$ cat src/rtl/receiver_buffer_pkg.sv
`default_nettype none
// ============================================================================
//  Module      : receiver_buffer_pkg
//  Description : Shared types for the UART receive word buffer: byte and word
//                types plus the byte-assembler state encoding.
//  Revision    : 1.0 - initial release
// ============================================================================
package receiver_buffer_pkg;

    typedef logic [31:0] word_t;
    typedef logic [7:0]  byte_t;

    // Which byte of the current word the assembler expects next.
    typedef enum logic [1:0] {
        BYTE0 = 2'd0,
        BYTE1 = 2'd1,
        BYTE2 = 2'd2,
        BYTE3 = 2'd3
    } asm_state_e;

endpackage
`default_nettype wire

$ cat src/rtl/word_fifo.sv
`default_nettype none
// ============================================================================
//  Module      : word_fifo
//  Description : First-word fall-through FIFO of 32-bit words. Occupancy is
//                tracked by a counter, so full/empty never depend on pointer
//                equality. A push into a full FIFO is accepted only when a pop
//                happens in the same cycle; a pop of an empty FIFO is ignored.
//  Ports       : CLK, reset (async, active-high)
//                push/wdata  - write request and word
//                pop         - read request (pops head when not empty)
//                rdata       - head word (0 while empty)
//                count       - stored words, 0..DEPTH
//                full, empty - occupancy flags
//  Revision    : 1.0 - initial release
// ============================================================================
module word_fifo
    import receiver_buffer_pkg::*;
#(
    parameter int DEPTH = 32
) (
    input  logic                   CLK,
    input  logic                   reset,
    input  logic                   push,
    input  logic                   pop,
    input  word_t                  wdata,
    output word_t                  rdata,
    output logic [$clog2(DEPTH):0] count,
    output logic                   full,
    output logic                   empty
);

    localparam int c_AW = $clog2(DEPTH);

    word_t             r_mem [DEPTH];
    logic [c_AW-1:0]   r_head;
    logic [c_AW-1:0]   r_tail;
    logic [c_AW:0]     r_count;

    logic              w_do_pop;
    logic              w_do_push;

    assign full  = (r_count == (c_AW+1)'(DEPTH));
    assign empty = (r_count == '0);

    assign w_do_pop  = pop & ~empty;
    // A full FIFO can still take a word when the head leaves in the same cycle.
    assign w_do_push = push & (~full | w_do_pop);

    always_ff @(posedge CLK or posedge reset) begin
        if (reset) begin
            r_head  <= '0;
            r_tail  <= '0;
            r_count <= '0;
        end else begin
            if (w_do_pop) begin
                r_head <= r_head + c_AW'(1);
            end
            if (w_do_push) begin
                r_tail <= r_tail + c_AW'(1);
            end
            case ({w_do_push, w_do_pop})
                2'b10:   r_count <= r_count + (c_AW+1)'(1);
                2'b01:   r_count <= r_count - (c_AW+1)'(1);
                default: r_count <= r_count;
            endcase
        end
    end

    // Storage needs no reset; only the pointers and count define contents.
    always_ff @(posedge CLK) begin
        if (w_do_push) begin
            r_mem[r_tail] <= wdata;
        end
    end

    // Force the head to zero while empty so the output is defined after reset.
    assign rdata = empty ? '0 : r_mem[r_head];
    assign count = r_count;

endmodule
`default_nettype wire

$ cat src/rtl/receiver_buffer.sv
`default_nettype none
// ============================================================================
//  Module      : receiver_buffer
//  Description : Packs UART bytes MSB-first into 32-bit words and queues them
//                in a first-word fall-through FIFO. A word completing while the
//                FIFO is full (and no pop) is dropped and the sticky overflow
//                flag is set.
//  Config      : RECEIVER_BUFFER_RX_TIMEOUT_EN - when defined, a partial word
//                idle for TIMEOUT_CYCLES clocks is discarded. When undefined a
//                partial word waits indefinitely.
//  Ports       : CLK, reset (async, active-high)
//                input_data/input_valid - received byte and strobe
//                read_req               - pop one word
//                data/valid             - head word and its qualifier
//                count                  - stored words
//                overflow               - sticky word-dropped flag
//  Revision    : 1.0 - initial release
// ============================================================================
module receiver_buffer
    import receiver_buffer_pkg::*;
#(
    parameter int DEPTH          = 32,
    parameter int TIMEOUT_CYCLES = 100000
) (
    input  logic                   CLK,
    input  logic                   reset,
    input  byte_t                  input_data,
    input  logic                   input_valid,
    input  logic                   read_req,
    output word_t                  data,
    output logic                   valid,
    output logic [$clog2(DEPTH):0] count,
    output logic                   overflow
);

    asm_state_e  r_state;
    logic [23:0] r_partial;
    logic        r_overflow;

    logic        w_word_done;
    word_t       w_word;
    logic        w_full;
    logic        w_empty;
    logic        w_timeout;

    assign w_word_done = input_valid && (r_state == BYTE3);
    // The last byte joins the word combinationally so it is pushed on its own edge.
    assign w_word      = {r_partial, input_data};

`ifdef RECEIVER_BUFFER_RX_TIMEOUT_EN
    localparam int c_TW = (TIMEOUT_CYCLES > 1) ? $clog2(TIMEOUT_CYCLES) : 1;

    logic [c_TW-1:0] r_idle_cnt;

    // A strobe in the expiry cycle takes priority, hence the input_valid term.
    assign w_timeout = (r_state != BYTE0) && !input_valid &&
                       (r_idle_cnt == c_TW'(TIMEOUT_CYCLES - 1));

    always_ff @(posedge CLK or posedge reset) begin
        if (reset) begin
            r_idle_cnt <= '0;
        end else if (input_valid || (r_state == BYTE0) || w_timeout) begin
            r_idle_cnt <= '0;
        end else begin
            r_idle_cnt <= r_idle_cnt + c_TW'(1);
        end
    end
`else
    logic w_unused_timeout_cfg;

    assign w_timeout            = 1'b0;
    assign w_unused_timeout_cfg = (TIMEOUT_CYCLES > 0);
`endif

    always_ff @(posedge CLK or posedge reset) begin
        if (reset) begin
            r_state   <= BYTE0;
            r_partial <= '0;
        end else if (input_valid) begin
            case (r_state)
                BYTE0: begin
                    r_partial[23:16] <= input_data;
                    r_state          <= BYTE1;
                end
                BYTE1: begin
                    r_partial[15:8] <= input_data;
                    r_state         <= BYTE2;
                end
                BYTE2: begin
                    r_partial[7:0] <= input_data;
                    r_state        <= BYTE3;
                end
                BYTE3: begin
                    r_partial <= '0;
                    r_state   <= BYTE0;
                end
                default: begin
                    r_partial <= '0;
                    r_state   <= BYTE0;
                end
            endcase
        end else if (w_timeout) begin
            r_partial <= '0;
            r_state   <= BYTE0;
        end
    end

    // Full implies valid, so read_req here is always an effective pop.
    always_ff @(posedge CLK or posedge reset) begin
        if (reset) begin
            r_overflow <= 1'b0;
        end else if (w_word_done && w_full && !read_req) begin
            r_overflow <= 1'b1;
        end
    end

    word_fifo #(
        .DEPTH (DEPTH)
    ) u_word_fifo (
        .CLK   (CLK),
        .reset (reset),
        .push  (w_word_done),
        .pop   (read_req),
        .wdata (w_word),
        .rdata (data),
        .count (count),
        .full  (w_full),
        .empty (w_empty)
    );

    assign valid    = ~w_empty;
    assign overflow = r_overflow;

endmodule
`default_nettype wire

$ cat config.mk
export PLATFORM = sky130hd
export DESIGN_NAME = receiver_buffer
export DESIGN_NICKNAME = d
export VERILOG_FILES = /design/src/rtl/receiver_buffer_pkg.sv /design/src/rtl/word_fifo.sv /design/src/rtl/receiver_buffer.sv
export SDC_FILE = /design/constraint.sdc
export NUM_CORES = 1
export LEC_CHECK = 0
export ABC_AREA = 1
export CAP_MARGIN = 10
export CORE_ASPECT_RATIO = 0.6
export CORE_MARGIN = 1
export CORE_UTILIZATION = 30
export CTS_CLUSTER_DIAMETER = 30
export DETAILED_ROUTE_END_ITERATION = 8
export GPL_ROUTABILITY_DRIVEN = 0
export PLACE_DENSITY_LB_ADDON = 0.12
export SETUP_SLACK_MARGIN = 0.5
export SLEW_MARGIN = 30
export SYNTH_ARGS = -nofsm -noshare
export SYNTH_HDL_FRONTEND = slang
export SYNTH_SLANG_ARGS = --single-unit
$ cat constraint.sdc
create_clock -name CLK -period 4.7 [get_ports CLK]
set_clock_uncertainty 0.05 [all_clocks]
set_input_delay 0.705 -clock CLK [delete_from_list [all_inputs] [get_ports CLK]]
set_output_delay 0.705 -clock CLK [all_outputs]
set_load 0.005 [all_outputs]
==> run metrics, run 1 <==
outcome=complete, no violations; top-count cell post-synth=edfxtp_1; async set-or-reset flop fraction in the synthesized netlist=4.03%; crit path cell chain=inv_4 -> buf_4 -> o221ai_1 -> nand3_1 -> nand4_1 -> and3_2 -> clkdlybuf4s50_1; Worst Hold Class=input port to asynchronous set/reset pin; antenna violations before repair=10; synth warn=0; port buffer count=51; largest area contributor in the netlist=edfxtp_1; Layout area overhead=24.1%; startpoint types=flip-flop; core region area=about 0.14 mm²; vias per cell=5.24; CTS HTree Levels=4; slowest CP cell=dfrtp_4; Peak VDD IR=0.376 mV; Yosys top cell area share=72.7%; Skew-Pair Late Insertion Delay=760 ps; Avg Cell Area, Syn=13.2 µm²; reg2reg end=u_word_fifo.r_mem[22][16]$_DFFE_PP_; Die Height=293 µm; fin. max-slew vios=0; CP Capture Type=output pin; Inserted Clock Buffers=165; Worst R2R Setup Slack=~1400 ps; GRT Util Overall=between 20 and 25%; Worst EP arrival=3390 ps; R2R depth=7; CP max FO=15; GR Overflow Total=0; slew margin rel.=a little under two fifths; register area share after synthesis=75.3%; Yosys reg bits=1067; Pwr Total=37.6 mW; number of synthesized flops with an enable pin=1024; reg2reg start=u_word_fifo.count[3]$_DFFE_PP0P_; CTS tree=yes; area occupied by multi-input gates=0.00952 mm²; Syn Inst Count=3207; Worst Path Buf+Inv=3; Final HPWL DP=78400 µm; Worst-Margin Slew=just over 900 ps; Reg area=0.0319 mm²; final wirelength=roughly 150000 µm; Final setup viols=0; Starting Density=30.3%; Final Cycle Share=88.1%; vias in the first global route=26.9k; Chip Width=487 µm; fill cell count=roughly 13k; main flop type after synthesis=edfxtp_1; Reg clk slew, reported paths=50 ps; largest net degree at the start of global routing=83; Max Freq=around 0.24 GHz; Post-synth top cells=edfxtp_1, nor2_1, o21ai_0; Netlist cell types=36; Remaining DRCs=0; num rows=106; drt initial violations=2718; Ports=52; clock root cell=clkbuf_16; final layout net count=3389; Top Family by Delay on Critical Path=buffers and inverters; Syn Nets=3229; final hold slack=322 ps; setup slack after layout=roughly 560 ps; Critical Path RT=3940 ps; Via Count=28.3k; Worst Setup Path Type=flip-flop to output pin; PwrDens=716 mW/mm²; Pre-antenna DRT Iters=5; ANT nets after route=0; Setup TNS Final=0 ps; clk buf depth=3; hold bufs inserted after CTS=0; die area=0.143 mm²; final core utilization=37.6%; Fin. Hold Viols=0; RSZ-0062 raised after global routing=true; Sink Count=1067; Setup WS pre-CTS=approximately 730 ps; share of cells above drive strength 1=15.8%; Static Leak=17.3 nW; DR WL/cell=27.9 µm; Synth area leaders=edfxtp_1, nor2_1, o21ai_0; Max Cap Viol=0; slowest cell delay on critical path=550 ps; fin crit period=4140 ps; first-pass GRT wire length=209000 µm; Post-Syn Area=0.0423 mm²
## sequential cells by signal (all words and copies together) (netlist names)
register and count:
u_word_fifo.r_head 5, overflow 1, u_word_fifo.count 6, u_word_fifo.r_tail 5, u_word_fifo.r_mem 1024, r_partial 24, r_state 2
## cell families after synthesis
logic type | count (synthesis) | share of synthesized area [%]
flops | 1067 | 75.3
simple gates | 1033 | 9.93
compound gates | 821 | 11.0
buf+inv | 258 | 3.12
xor+xnor | 10 | 0.207
fa+ha+maj | 10 | 0.296
mux | 8 | 0.213
## how the worst max path moves through the flow
stage                                                 start                                 to  cells past startpoint
after floorplan                                 input_valid  u_word_fifo.r_mem[3][0]$_DFFE_PP_                      6
after global placement    u_word_fifo.r_head[0]$_DFFE_PP0P_                           data[27]                      8
after detailed placement  u_word_fifo.r_head[0]$_DFFE_PP0P_                           data[27]                      8
after CTS                 u_word_fifo.r_head[0]$_DFFE_PP0P_                           data[15]                     10
after global routing      u_word_fifo.r_head[0]$_DFFE_PP0P_                           data[16]                      9
final                     u_word_fifo.r_head[2]$_DFFE_PP0P_                           data[30]                      7
## per-layer routing
layer / GRT usage, % / wire [µm] / vias up / share of wire [%]
met1: 31.8 / 73300 / 14600 / 49
met5: 0 / 11 / - / 0.0073
li1: - / - / 12300 / -
met3: 4.04 / 10500 / 220 / 7.0
met4: 5.79 / 3110 / 2 / 2.1
met2: 29.4 / 63700 / 1145 / 42
## what timing repair did
| action | in CTS | in global routing |
|---|---|---|
| endpoints found under the setup margin | 32 | 23 |
| pin swaps | 8 | 14 |
| setup buffers | 20 | 3 |
| cloned | 14 | 3 |
| gates resized for setup | 71 | 25 |
| endpoints found under the hold margin | 0 | 0 |
## layout by cell type, fill, tap and decap left out, drive strengths merged
| cell | n |
|---|---|
| o221ai | 29 |
| inv | 59 |
| a31o | 1 |
| o41ai | 1 |
| dlymetal6s2s | 4 |
| clkinvlp | 17 |
| o22ai | 131 |
| nand2 | 200 |
| edfxtp | 1024 |
| xor2 | 9 |
| nand4 | 49 |
| nor3 | 5 |
| dfrtp | 43 |
| o21ai | 551 |
| and3 | 21 |
| ha | 10 |
| clkinv | 58 |
| mux2 | 8 |
| dlygate4sd2 | 2 |
| buf | 148 |
| xnor2 | 1 |
| clkdlybuf4s50 | 44 |
| nor2 | 669 |
| a31oi | 10 |
| clkbuf | 187 |
| a21oi | 1 |
| diode | 4 |
| o211ai | 97 |
| bufinv | 30 |
| bufbuf | 7 |
| nand3 | 89 |
## worst register-to-register path, delay by kind of cell (launching register included)
| family | cells | cell delay, ps |
|---|---|---|
| simple gates | 6 | 1960 |
| flops | 1 | 530 |
| buf+inv | 1 | 410 |
## through the flow
| stage | cells | area, µm² |
|---|---|---|
| final | 5399 | 52500 |
| after global routing | 5398 | 52500 |
| after CTS | 5389 | 52300 |
| after detailed placement | 5050 | 45600 |
| after global placement | 5050 | 45600 |
| after floorplan | 3207 | 42300 |
## report_power, final
part           internal [mW]  total, mW  switching [mW]
sequential              11.6       12.6            1.03
clock                   8.31       13.0            4.67
combinational           4.10       12.0            7.90
## cell type report
type / count / share of cell area, %
multi-input cells: 1882 / 18.1
repair inverters: 4 / 0.117
diodes: 4 / 0.0191
well taps: 1890 / 4.51
clock buffers: 184 / 8.22
clock inverters: 121 / 2.94
repair buffers: 208 / 4.99
flip-flops and latches: 1067 / 60.7
inverters: 39 / 0.350
(Power assumes the default switching activity.)
==> run 2: changes to the inputs <==
--- a/config.mk
+++ b/config.mk
@@ -9,12 +9,13 @@
 export CAP_MARGIN = 10
 export CORE_ASPECT_RATIO = 0.6
 export CORE_MARGIN = 1
-export CORE_UTILIZATION = 30
+export CORE_UTILIZATION = 50
 export CTS_CLUSTER_DIAMETER = 30
 export DETAILED_ROUTE_END_ITERATION = 8
 export GPL_ROUTABILITY_DRIVEN = 0
 export PLACE_DENSITY_LB_ADDON = 0.12
 export SETUP_SLACK_MARGIN = 0.5
+export SKIP_CTS_REPAIR_TIMING = 1
 export SLEW_MARGIN = 30
 export SYNTH_ARGS = -nofsm -noshare
 export SYNTH_HDL_FRONTEND = slang
==> run 2 against run 1 <==
  * Cell area decreased by 3.8%
  * Clock power down 12%
  * Die area fell by 40%
  * Largest cell class unchanged
  * Routed wire length fell by 11%
  * Sequential power about the same
==> run metrics, run 2 (synthesis results as in run 1) <==
final hold slack=350 ps; Starting Density=50.6%; Placement Cell Area=approximately 0.044 mm²; Remaining DRCs=0; Sink Count=1067; CP Capture Type=output pin; Max Cap Viol=0; die area=0.0858 mm²; most frequent cells in the layout=edfxtp_1, nor2_1, o21ai_0, nand2_1, clkbuf_16; final wirelength=134000 µm; drt initial violations=4479; slew margin rel.=around 36%; crit path cell chain=buf_12 -> buf_12 -> nor2_1 -> nor2_1 -> o21ai_0 -> o21ai_1 -> o211ai_1 -> nand3_1 -> o21ai_1 -> nor2_2 -> clkdlybuf4s50_1; Peak VDD IR=0.498 mV; Ports=52; reg2reg end=u_word_fifo.r_mem[21][16]$_DFFE_PP_; Die Height=227 µm; Skew-Pair Late Insertion Delay=750 ps; Setup TNS Final=0 ps; slowest cell delay on critical path=540 ps; Max Freq=between 0.2 and 0.25 GHz; GR Overflow Total=0; Setup WS pre-CTS=815 ps; setup slack after layout=387 ps; fin crit period=4310 ps; Fin. Hold Viols=0; slowest CP cell=dfrtp_4; vias per cell=6.24; final layout net count=3356; design area=between 0.05 and 0.06 mm²; share of cells above drive strength 1=14.4%; fin. max-slew vios=0; Layout area overhead=19.4%; Chip Width=377 µm; R2R depth=6; Static Leak=approximately 17 nW; outcome=complete, no violations; Reg clk slew, reported paths=50 ps; startpoint types=flip-flop; Worst EP arrival=3560 ps; Worst R2R Setup Slack=approximately 1100 ps; Via Count=between 20k and 30k; first-pass GRT wire length=181000 µm; Pre-antenna DRT Iters=6; Final Cycle Share=91.8%; Layout Cells excl Fill=4590; Inserted Clock Buffers=between 100 and 150; Worst Setup Path Type=flip-flop to output pin; ANT nets after route=0; num rows=between 80 and 90; PwrDens=718 mW/mm²; RSZ-0062 raised after global routing=true; CP max FO=59; vias in the first global route=between 20k and 30k; Pwr Total=36.3 mW; clk buf depth=3; clock root cell=clkbuf_16; dpl cells=4279; DR WL/cell=29.2 µm; CTS tree=yes; register with the highest flop count=u_word_fifo.r_mem; Worst-Margin Slew=just under 1000 ps; CTS HTree Levels=4; fill cell count=6292; Final HPWL DP=69800 µm; Final setup viols=0; port buffer count=51; largest net degree at the start of global routing=170; Largest register FFs=1024; core region area=0.0836 mm²; Critical Path RT=3940 ps; commonest non-fill, non-tap cell in the layout=edfxtp_1; final core utilization=60.4%; Worst Hold Class=input port to asynchronous set/reset pin; reg2reg start=r_state[0]$_DFFE_PP0P_; GRT Util Overall=29.5%; antenna violations before repair=7
-- run 2: cell count changes in the layout (fill, tap and decap cells not counted), moves of 5 or more --
cell	previous run	this run
and3_2	6	1
buf_12	32	13
buf_4	92	86
buf_6	6	11
bufbuf_16	7	0
bufinv_16	30	20
clkinv_2	28	22
clkinv_8	6	1
dfrtp_1	17	29
dfrtp_2	23	11
nor2_2	7	12
-- run 2: critical path: cells and delay by family, from the launching register on --
kind	cells	cell delay (ps)
compound gates	4	910
buf+inv	3	840
flops	1	540
simple gates	4	480
-- run 2: final cells by class --
cell class / instances / area, µm² / share of cell area [%]
inverter: 39 / 201 / 0.399
multi-input combinational: 1882 / 9570 / 19.0
clock buffer: 170 / 3960 / 7.83
sequential: 1067 / 31900 / 63.1
clock inverter: 97 / 1110 / 2.20
tap: 1134 / 1420 / 2.81
antenna: 2 / 5.00 / 0.00991
timing repair buffer: 194 / 2310 / 4.57
timing repair inverter: 5 / 83.8 / 0.166
-- run 2: how the worst max path moves through the flow --
| stage | start | end | slack [ps] | cells after the start |
|---|---|---|---|---|
| 3_5_place_dp | input_valid | u_word_fifo.r_mem[21][3]$_DFFE_PP_ | 810 | 6 |
| 3_3_place_gp | u_word_fifo.r_head[1]$_DFFE_PP0P_ | data[11] | 860 | 8 |
| 2_1_floorplan | input_valid | u_word_fifo.r_mem[3][0]$_DFFE_PP_ | 580 | 6 |
| 6_report | u_word_fifo.r_head[0]$_DFFE_PP0P_ | data[23] | 390 | 11 |
| 5_1_grt | u_word_fifo.r_head[0]$_DFFE_PP0P_ | data[23] | 370 | 11 |
| 4_1_cts | u_word_fifo.r_head[1]$_DFFE_PP0P_ | data[11] | 30 | 8 |
-- run 2: per-layer routing --
| layer | vias up | wire length [µm] | track usage, % |
|---|---|---|---|
| met5 | - | 0 | 0 |
| met4 | 0 | 2890 | 9.68 |
| met3 | 180 | 17300 | 6.19 |
| met2 | 1831 | 55900 | 40.7 |
| met1 | 14400 | 58200 | 46.3 |
| li1 | 12200 | - | - |
-- run 2: power by group --
group | switching, mW | total [mW] | internal, mW
logic | 8.56 | 12.6 | 4.01
registers | 0.685 | 12.3 | 11.6
clock network | 4.25 | 11.4 | 7.16
